File: config.mk
export PLATFORM = sky130hd
export DESIGN_NAME = hs32_decode_q
export DESIGN_NICKNAME = d
export VERILOG_FILES = /design/src/rtl/hs32_decode_q.sv
export SDC_FILE = /design/constraint.sdc
export NUM_CORES = 1
export LEC_CHECK = 0
export ABC_CLOCK_PERIOD_IN_PS = 4100
export BUFFER_PORTS_ARGS = -buffer_cell sky130_fd_sc_hd__buf_4
export CAP_MARGIN = 20
export CELL_PAD_IN_SITES_DETAIL_PLACEMENT = 0
export CELL_PAD_IN_SITES_GLOBAL_PLACEMENT = 1
export CORE_MARGIN = 3
export CORE_UTILIZATION = 40
export DETAILED_ROUTE_END_ITERATION = 12
export PLACE_DENSITY_LB_ADDON = 0.1
export RECOVER_POWER = 25
export SYNTH_ARGS = -nofsm -noshare
export SYNTH_HDL_FRONTEND = slang
export SYNTH_SLANG_ARGS = --single-unit
File: constraint.sdc
create_clock -name clk -period 4.1 [get_ports clk]
set_input_delay 0.82 -clock clk [delete_from_list [all_inputs] [get_ports clk]]
set_output_delay 0.82 -clock clk [all_outputs]
set_load 0.02 [all_outputs]
File: src/rtl/hs32_decode_q.sv
// rtl/hs32_decode_q.sv - HS32 decode stage with decoded-entry queue (optional HS32_DECODE_STATS_EN counters)
module hs32_decode_q #(
    parameter int IMM_WIDTH = 16,
    parameter int REG_BITS  = 4,
    parameter int DEPTH     = 2
) (
    input  logic                 clk,
    input  logic                 reset,
    input  logic [31:0]          instd,
    input  logic                 ackd,
    output logic                 reqd,
    input  logic                 flush,
    output logic                 valid_o,
    input  logic                 ready_i,
    output logic [3:0]           aluop,
    output logic [4:0]           shift,
    output logic [1:0]           shdir,
    output logic [1:0]           bank,
    output logic [IMM_WIDTH-1:0] imm,
    output logic [REG_BITS-1:0]  rd,
    output logic [REG_BITS-1:0]  rm,
    output logic [REG_BITS-1:0]  rn,
    output logic [1:0]           memop,
    output logic [1:0]           bsel,
    output logic                 wb,
    output logic                 illegal
`ifdef HS32_DECODE_STATS_EN
    ,
    output logic [31:0]          stat_dec,
    output logic [31:0]          stat_ill
`endif
);

    localparam int PTR_W = (DEPTH > 1) ? $clog2(DEPTH) : 1;
    localparam int CNT_W = $clog2(DEPTH + 1);

    // Opcode encodings (instd[31:24])
    localparam logic [7:0] OP_LDRI = 8'h10;
    localparam logic [7:0] OP_LDR  = 8'h14;
    localparam logic [7:0] OP_LDRA = 8'h15;
    localparam logic [7:0] OP_STRI = 8'h30;
    localparam logic [7:0] OP_STR  = 8'h34;
    localparam logic [7:0] OP_STRA = 8'h35;
    localparam logic [7:0] OP_MOVN = 8'h20;
    localparam logic [7:0] OP_MOVI = 8'h24;
    localparam logic [7:0] OP_MOVR = 8'h25;

    // ALU operation encodings
    localparam logic [3:0] ALU_ADD = 4'h0;
    localparam logic [3:0] ALU_MOV = 4'hA;
    localparam logic [3:0] ALU_NOP = 4'hF;

    // Operand-B source and memory operation encodings
    localparam logic [1:0] BSEL_ZERO = 2'b00;
    localparam logic [1:0] BSEL_IMM  = 2'b01;
    localparam logic [1:0] BSEL_SHRN = 2'b10;
    localparam logic [1:0] BSEL_RM   = 2'b11;
    localparam logic [1:0] MEM_NONE  = 2'b00;
    localparam logic [1:0] MEM_LOAD  = 2'b01;
    localparam logic [1:0] MEM_STORE = 2'b10;

    typedef struct packed {
        logic [3:0]           aluop;
        logic [4:0]           shift;
        logic [1:0]           shdir;
        logic [1:0]           bank;
        logic [IMM_WIDTH-1:0] imm;
        logic [REG_BITS-1:0]  rd;
        logic [REG_BITS-1:0]  rm;
        logic [REG_BITS-1:0]  rn;
        logic [1:0]           memop;
        logic [1:0]           bsel;
        logic                 wb;
        logic                 illegal;
    } entry_t;

    typedef enum logic [1:0] {
        OCC_EMPTY   = 2'd0,
        OCC_PARTIAL = 2'd1,
        OCC_FULL    = 2'd2
    } occ_t;

    occ_t             occ_q, occ_d;
    logic [CNT_W-1:0] count_q, count_d;
    logic [PTR_W-1:0] wr_ptr_q, wr_ptr_d;
    logic [PTR_W-1:0] rd_ptr_q, rd_ptr_d;
    entry_t           mem_q [DEPTH];
    entry_t           mem_d [DEPTH];
    entry_t           dec;
    entry_t           head;
    logic             push;
    logic             pop;

`ifdef HS32_DECODE_STATS_EN
    logic [31:0] stat_dec_q, stat_dec_d;
    logic [31:0] stat_ill_q, stat_ill_d;
`endif

    // Decode the incoming word into execute-stage fields; only register-sourced B operands carry a shift
    always_comb begin
        dec         = '0;
        dec.aluop   = ALU_NOP;
        dec.memop   = MEM_NONE;
        dec.bsel    = BSEL_ZERO;
        dec.rd      = instd[20 +: REG_BITS];
        dec.rm      = instd[16 +: REG_BITS];
        dec.rn      = instd[12 +: REG_BITS];
        dec.shdir   = instd[10:9];
        dec.bank    = instd[8:7];
        case (instd[31:24])
            OP_LDRI: begin dec.aluop = ALU_ADD; dec.bsel = BSEL_IMM;  dec.memop = MEM_LOAD;  dec.wb = 1'b1; end
            OP_LDR:  begin dec.aluop = ALU_ADD; dec.bsel = BSEL_ZERO; dec.memop = MEM_LOAD;  dec.wb = 1'b1; end
            OP_LDRA: begin dec.aluop = ALU_ADD; dec.bsel = BSEL_SHRN; dec.memop = MEM_LOAD;  dec.wb = 1'b1; end
            OP_STRI: begin dec.aluop = ALU_ADD; dec.bsel = BSEL_IMM;  dec.memop = MEM_STORE; end
            OP_STR:  begin dec.aluop = ALU_ADD; dec.bsel = BSEL_ZERO; dec.memop = MEM_STORE; end
            OP_STRA: begin dec.aluop = ALU_ADD; dec.bsel = BSEL_SHRN; dec.memop = MEM_STORE; end
            OP_MOVI: begin dec.aluop = ALU_MOV; dec.bsel = BSEL_IMM;  dec.wb = 1'b1; end
            OP_MOVN: begin dec.aluop = ALU_MOV; dec.bsel = BSEL_SHRN; dec.wb = 1'b1; end
            OP_MOVR: begin dec.aluop = ALU_MOV; dec.bsel = BSEL_RM;   dec.wb = 1'b1; end
            default: dec.illegal = 1'b1;
        endcase
        if (dec.bsel == BSEL_IMM) begin
            dec.imm = instd[IMM_WIDTH-1:0];
        end
        if (dec.bsel[1]) begin
            dec.shift = instd[15:11];
        end
    end

    // Handshake qualifiers; flush suppresses both push and pop
    always_comb begin
        push = ackd && reqd && !flush;
        pop  = valid_o && ready_i && !flush;
    end

    // Queue bookkeeping and occupancy state transitions
    always_comb begin
        occ_d    = occ_q;
        count_d  = count_q;
        wr_ptr_d = wr_ptr_q;
        rd_ptr_d = rd_ptr_q;
        mem_d    = mem_q;
        if (flush) begin
            occ_d    = OCC_EMPTY;
            count_d  = '0;
            wr_ptr_d = '0;
            rd_ptr_d = '0;
        end else begin
            if (push) begin
                mem_d[wr_ptr_q] = dec;
                wr_ptr_d        = wr_ptr_q + PTR_W'(1);
            end
            if (pop) begin
                rd_ptr_d = rd_ptr_q + PTR_W'(1);
            end
            if (push && !pop) begin
                count_d = count_q + CNT_W'(1);
            end else if (pop && !push) begin
                count_d = count_q - CNT_W'(1);
            end
            case (occ_q)
                OCC_EMPTY: begin
                    if (push) occ_d = OCC_PARTIAL;
                end
                OCC_PARTIAL: begin
                    if (push && !pop && count_q == CNT_W'(DEPTH - 1)) begin
                        occ_d = OCC_FULL;
                    end else if (pop && !push && count_q == CNT_W'(1)) begin
                        occ_d = OCC_EMPTY;
                    end
                end
                OCC_FULL: begin
                    if (pop) occ_d = OCC_PARTIAL;
                end
                default: occ_d = OCC_EMPTY;
            endcase
        end
    end

`ifdef HS32_DECODE_STATS_EN
    // Accept counters survive flush and wrap naturally
    always_comb begin
        stat_dec_d = stat_dec_q;
        stat_ill_d = stat_ill_q;
        if (push) begin
            stat_dec_d = stat_dec_q + 32'd1;
            if (dec.illegal) begin
                stat_ill_d = stat_ill_q + 32'd1;
            end
        end
    end

    // Counter registers
    always_ff @(posedge clk) begin
        if (reset) begin
            stat_dec_q <= '0;
            stat_ill_q <= '0;
        end else begin
            stat_dec_q <= stat_dec_d;
            stat_ill_q <= stat_ill_d;
        end
    end

    assign stat_dec = stat_dec_q;
    assign stat_ill = stat_ill_q;
`endif

    // Queue state registers
    always_ff @(posedge clk) begin
        if (reset) begin
            occ_q    <= OCC_EMPTY;
            count_q  <= '0;
            wr_ptr_q <= '0;
            rd_ptr_q <= '0;
            mem_q    <= '{default: '0};
        end else begin
            occ_q    <= occ_d;
            count_q  <= count_d;
            wr_ptr_q <= wr_ptr_d;
            rd_ptr_q <= rd_ptr_d;
            mem_q    <= mem_d;
        end
    end

    // Outputs come only from registered queue state
    always_comb begin
        head    = mem_q[rd_ptr_q];
        reqd    = (occ_q != OCC_FULL);
        valid_o = (occ_q != OCC_EMPTY);
        aluop   = head.aluop;
        shift   = head.shift;
        shdir   = head.shdir;
        bank    = head.bank;
        imm     = head.imm;
        rd      = head.rd;
        rm      = head.rm;
        rn      = head.rn;
        memop   = head.memop;
        bsel    = head.bsel;
        wb      = head.wb;
        illegal = head.illegal;
    end

endmodule

== Yosys cells after proc, flatten, opt, wreduce, memory -nomap -nowiden ==
Index checks and enable logic that the tools add are counted.
Storage, ports and cells
  output and inout bits: 49
  input bits: 37
  flip-flop bits (word level): 100
  logic and storage cells: 101
Cells by class
  bitwise operators: 3
  add/subtract/negate cells: 4
  reduce and logical (&&, ||, !) cells: 26
  $lt $le $gt $ge: 3
  multiplexer cells: 20
  equality and inequality tests: 17
Operator list (number)
  two-way mux 47 bit: 4
  bitwise mux 94 bit: 1
  equality test 8 x 6 -> 1 bit (second input constant): 6
  demux 47 bit (select 1 bit): 1
  equality test 8 x 5 -> 1 bit (second input constant): 3
  two-way mux 16 bit: 1
  OR reduction 3 bit: 5
  two-way mux 2 bit: 6
  case mux 2 bit (3 select lines): 2
  OR reduction 6 bit: 2
  logical AND 1 bit: 9
  OR reduction 9 bit: 1
  case mux 4 bit (2 select lines): 1
  equality test 2 x 1 -> 1 bit (second input constant): 3
  != test 2 bit (second input constant): 3
  two-way mux 5 bit: 1
  greater-or-equal comparator 2 bit (second input constant): 2
  NOT 1 -> 2 bit: 2
  case mux 2 bit (2 select lines): 1
  nonzero test 2 bit: 2
  zero test 1 bit: 3
  != test 3 bit (second input constant): 1
  AND reduction 3 bit: 1
  adder 1 bit (second input constant): 2
  9 further kinds: 10

== Depth between registers and ports, before layout ==
  depth after elaboration: 9
  mapped depth: 8
  depth with buffers taken out: 8

== Worst setup path after synthesis ==
No wires, ideal clock.
  path type: flip-flop to output port
  start: reg rd_ptr_q
  end: out aluop[2]
  buffers on the path: 3
  stages on the path, launching flop included: 5
  setup slack: 1.859 ns
  arrival: 1.421 ns
  required time: 3.280 ns
  cell sequence: dfxtp_1 > clkbuf_1 > buf_2 > mux2_2 > buf_4
On the way
  cells in the longest elaborated chain, start to end: 4
Ends and longest elaborated chain
  from (decl): RTL line 86  | logic [PTR_W-1:0] rd_ptr_q, rd_ptr_d;
  from (signal assigned): RTL line 220  | rd_ptr_q <= rd_ptr_d;
  NOT 1 -> 2 bit (implied by the code): RTL line 227  | head = mem_q[rd_ptr_q];
  two-way mux 47 bit (implied by the code) (3 in series): RTL line 227
  to (decl): RTL line 15  | output logic [3:0] aluop,
Every way passes these cells. The select of a mux whose other input is x is not followed.

== Final worst setup path ==
  start: in flush
  end: reg mem_q[50] (netlist name)
On the way
  cells in the longest elaborated chain, start to end: 3
  elaborated cells between the ends (all ways): 4
  classes of those cells: bitwise (1); reduce/logical (3)
Ends and longest elaborated chain
  from (decl): RTL line 12  | input logic flush,
  zero test 1 bit: RTL line 132  | push = ackd && reqd && !flush;
  logical AND 1 bit: RTL line 132
  AND reduction 2 bit (no source line) *
  to (signal assigned): RTL line 221  | mem_q <= mem_d;
  to (decl): RTL line 87  | entry_t mem_q [DEPTH];
Mark *: on every way between the ends. The rest lies on a longest branch, timed or not.
A chain may end at the register's enable or synchronous reset.

==> results.md <==
* Run status: finished with violations
* Failing checks: capacitance limit, slew limit
* Net Sw Frac at 0.261
* CTS resizes at 0
* CP most frequent cell: clkbuf_1
* Sequential area share after synthesis at 0.466
* H-tree levels at 3
* DPL Wire Length at 6770 um
* Tot Pwr at 0.00169 W
* Hold Path Class: flip-flop to flip-flop
* Worst setup SP type: primary input
* Leakage power at 1.96 nW
* DR pass1 iterations at 4
* Mapped Area at 4120 um^2
* Final ANT Viol Nets at 0
* CTS tree: built
* Most numerous cell in the Yosys netlist: dfxtp_1
* Clock sink total at 96
* Yosys top cell area share at 0.466
* Vias at 3260
* Achievable Freq at 338 MHz
* Global-route wire length before repair at 16500 um
* Fin crit share at 0.722
* Maximum fanout along the worst path at 14
* Pwr Density at 342 nW/um^2
* Asr flop ratio synth at 0
* Initial core utilization at 0.416
* WS Path Type: primary input to flip-flop
* Vias in the first global route at 3291
* WP data arrival at 3.25 ns
* Die area at 11600 um^2
* # rows at 36
* Worst-Skew Late Latency at 0.36 ns
* Vias per inst at 5.23
* Commonest cells in the synthesized netlist: dfxtp_1, nand2_1, a21oi_1, mux2_2, a22o_1
* Syn Nets at 454
* Slowest stage cell, crit path: nor3_1
* Die Y at 108 um
* Avg WL per Cell at 16.2 um
* Clock root buffer: clkbuf_8
* Synthesis Warnings at 0
* DRT Wirelength at 10100 um
* CP required at 4.39 ns
* Syn avg cell area at 9.96 um^2
* Crit-path cells: clkbuf_1 -> nand2b_1 -> nor3_1 -> clkbuf_1 -> nand3_1 -> a21oi_1
* Setup TNS at 0 ns
* Share of post-route cells with drive strength above 1 at 0.345
* Clock Skew at 0.0108 ns
* Internal at 0.00125 W
* Unrepaired setup endpoints after global routing: no
* Worst Setup SP: flush
* Final Slew Violations at 15
* Largest net degree at the start of global routing at 52
* Synth top area cells: dfxtp_1, mux2_2, nand2_1
* GRT Total Usage at 0.180
* Core area at 9910 um^2
* Post-synth EDFFs at 0
* Cell taking the most area after synthesis: dfxtp_1
* Hold Path Origin: mem_q[64]
* Gpl congestion at 0.730
* Library cells used by synthesis at 49
* Yosys reg bits at 96
* Grt ovf at 0
* Comb power frac at 0.100
* Post-CTS Hold Fix Bufs at 0
* Antenna cells at 0
* Reg clk slew, reported paths at 0.09 ns
* Reg-to-reg slack, setup at 1.36 ns
* CTS Buffer Depth at 2
* DRC viols at 0
* Reg-to-reg startpoint: occ_q[1]
* Final hold vios at 0
* I/O pin total at 86
* Die W at 108 um
* Peak VDD IR at 165 uV
* Flop pwr share at 0.563
* Prevailing post-synth register cell: dfxtp_1
* CP peak stage delay at 1.17 ns
* Number of port buffers at 85
* Net load switching power at 0.000442 W
* Clock group share of total power at 0.337
* Worst-margin pin slew at 1.55 ns
* CTS buffer count at 9
* Crit path time final at 2.96 ns
* Critical Path End Type: flip-flop
* Max Cap Viol at 1
* Relative slew slack at -0.0397
* Number of setup buffers added after CTS at 0
* Final net count at 526
* Antenna violations before repair at 0
* Setup violators final at 0
* DRT iter0 DRCs at 147
* Area grow syn2layout at 20.1%
* Post-Syn Instances at 414
## registers in the layout (all words and copies together) (netlist names)
name	flops
wr_ptr_q	1
mem_q	90
count_q	2
occ_q	2
rd_ptr_q	1
## power by group through the flow
| stage | combinational [W] | sequential [W] | clock, W |
|---|---|---|---|
| 2_1_floorplan | 0.0000991 | 0.000973 | 0 |
| 3_3_place_gp | 0.000171 | 0.000976 | 0 |
| 3_5_place_dp | 0.000172 | 0.000976 | 0 |
| 4_1_cts | 0.000173 | 0.000955 | 0.000591 |
| 5_1_grt | 0.000184 | 0.000957 | 0.000622 |
| 6_report | 0.000169 | 0.000954 | 0.000572 |
## cell type report
class	instances	area [um^2]
tap	133	166
clock buffer	10	138
sequential	96	1920
clock inverter	5	41.3
fill	980	4960
multi-input combinational	283	1990
inverter	5	18.8
timing repair buffer	91	672
## cell usage in the layout, fill, tap and decap left out, drive strengths merged, types with 2 or more instances in the layout
cell and count:
xor2 3, buf 88, nor2 15, mux2 45, a311oi 2, a21oi 45
nand4b 2, nor2b 3, clkinvlp 4, nand2 81, nand4 2, ha 3
dfxtp 96, a22o 27, or2 4, o21ai 2, a31oi 5, o21a 5
inv 6, nor3 4, nand2b 2, clkbuf 13, a32o 15, nor4 2
nand3 3
## layer usage
layer / track usage / up-vias / share of wire
li1: - / 1626 / -
met1: 0.233 / 1559 / 0.46
met2: 0.306 / 63 / 0.49
met3: 0.0348 / 12 / 0.038
met4: 0.0460 / 0 / 0.011
met5: 0 / - / 0
## kinds of logic (layout without fill, tap and decap cells)
logic type / Yosys count / after routing / synth area share
AOI/OAI and AO/OA: 103 / 103 / 0.179
xor gates and xnor gates: 4 / 4 / 0.00850
adders and majority gates: 3 / 3 / 0.00911
buffers and inverters: 35 / 111 / 0.0464
DFF: 96 / 96 / 0.466
muxes: 46 / 46 / 0.125
and+or+nand+nor: 127 / 127 / 0.165
## per-stage QoR
| step | setup WS [ns] | cells | hold slack [ns] | util | instance area (um^2) |
|---|---|---|---|---|---|
| after detailed placement | 1.57 | 608 | 0.444 | 0.484 | 4800 |
| after floorplan | 1.86 | 414 | 0.433 | - | 4120 |
| after global placement | 1.59 | 608 | 0.439 | 0.484 | 4800 |
| after global routing | 0.926 | 623 | 0.480 | 0.500 | 4950 |
| final | 1.14 | 623 | 0.455 | 0.500 | 4950 |
| after CTS | 1.23 | 623 | 0.457 | 0.502 | 4980 |
## worst paths after layout
kind / end / depth (start not counted)
setup / recovery: mem_q[50] / 6
hold / removal: mem_q[64] / 2
setup reg to reg: mem_q[50] / 5
hold reg to reg: mem_q[64] / 2
## critical path, delay by kind of cell
family	cells	cell delay (ns)
AND/OR/NAND/NOR	3	1.49
AO/OA/AOI/OAI	1	0.15
buffers and inverters	2	0.78
Power figures use the tool's default switching activity.
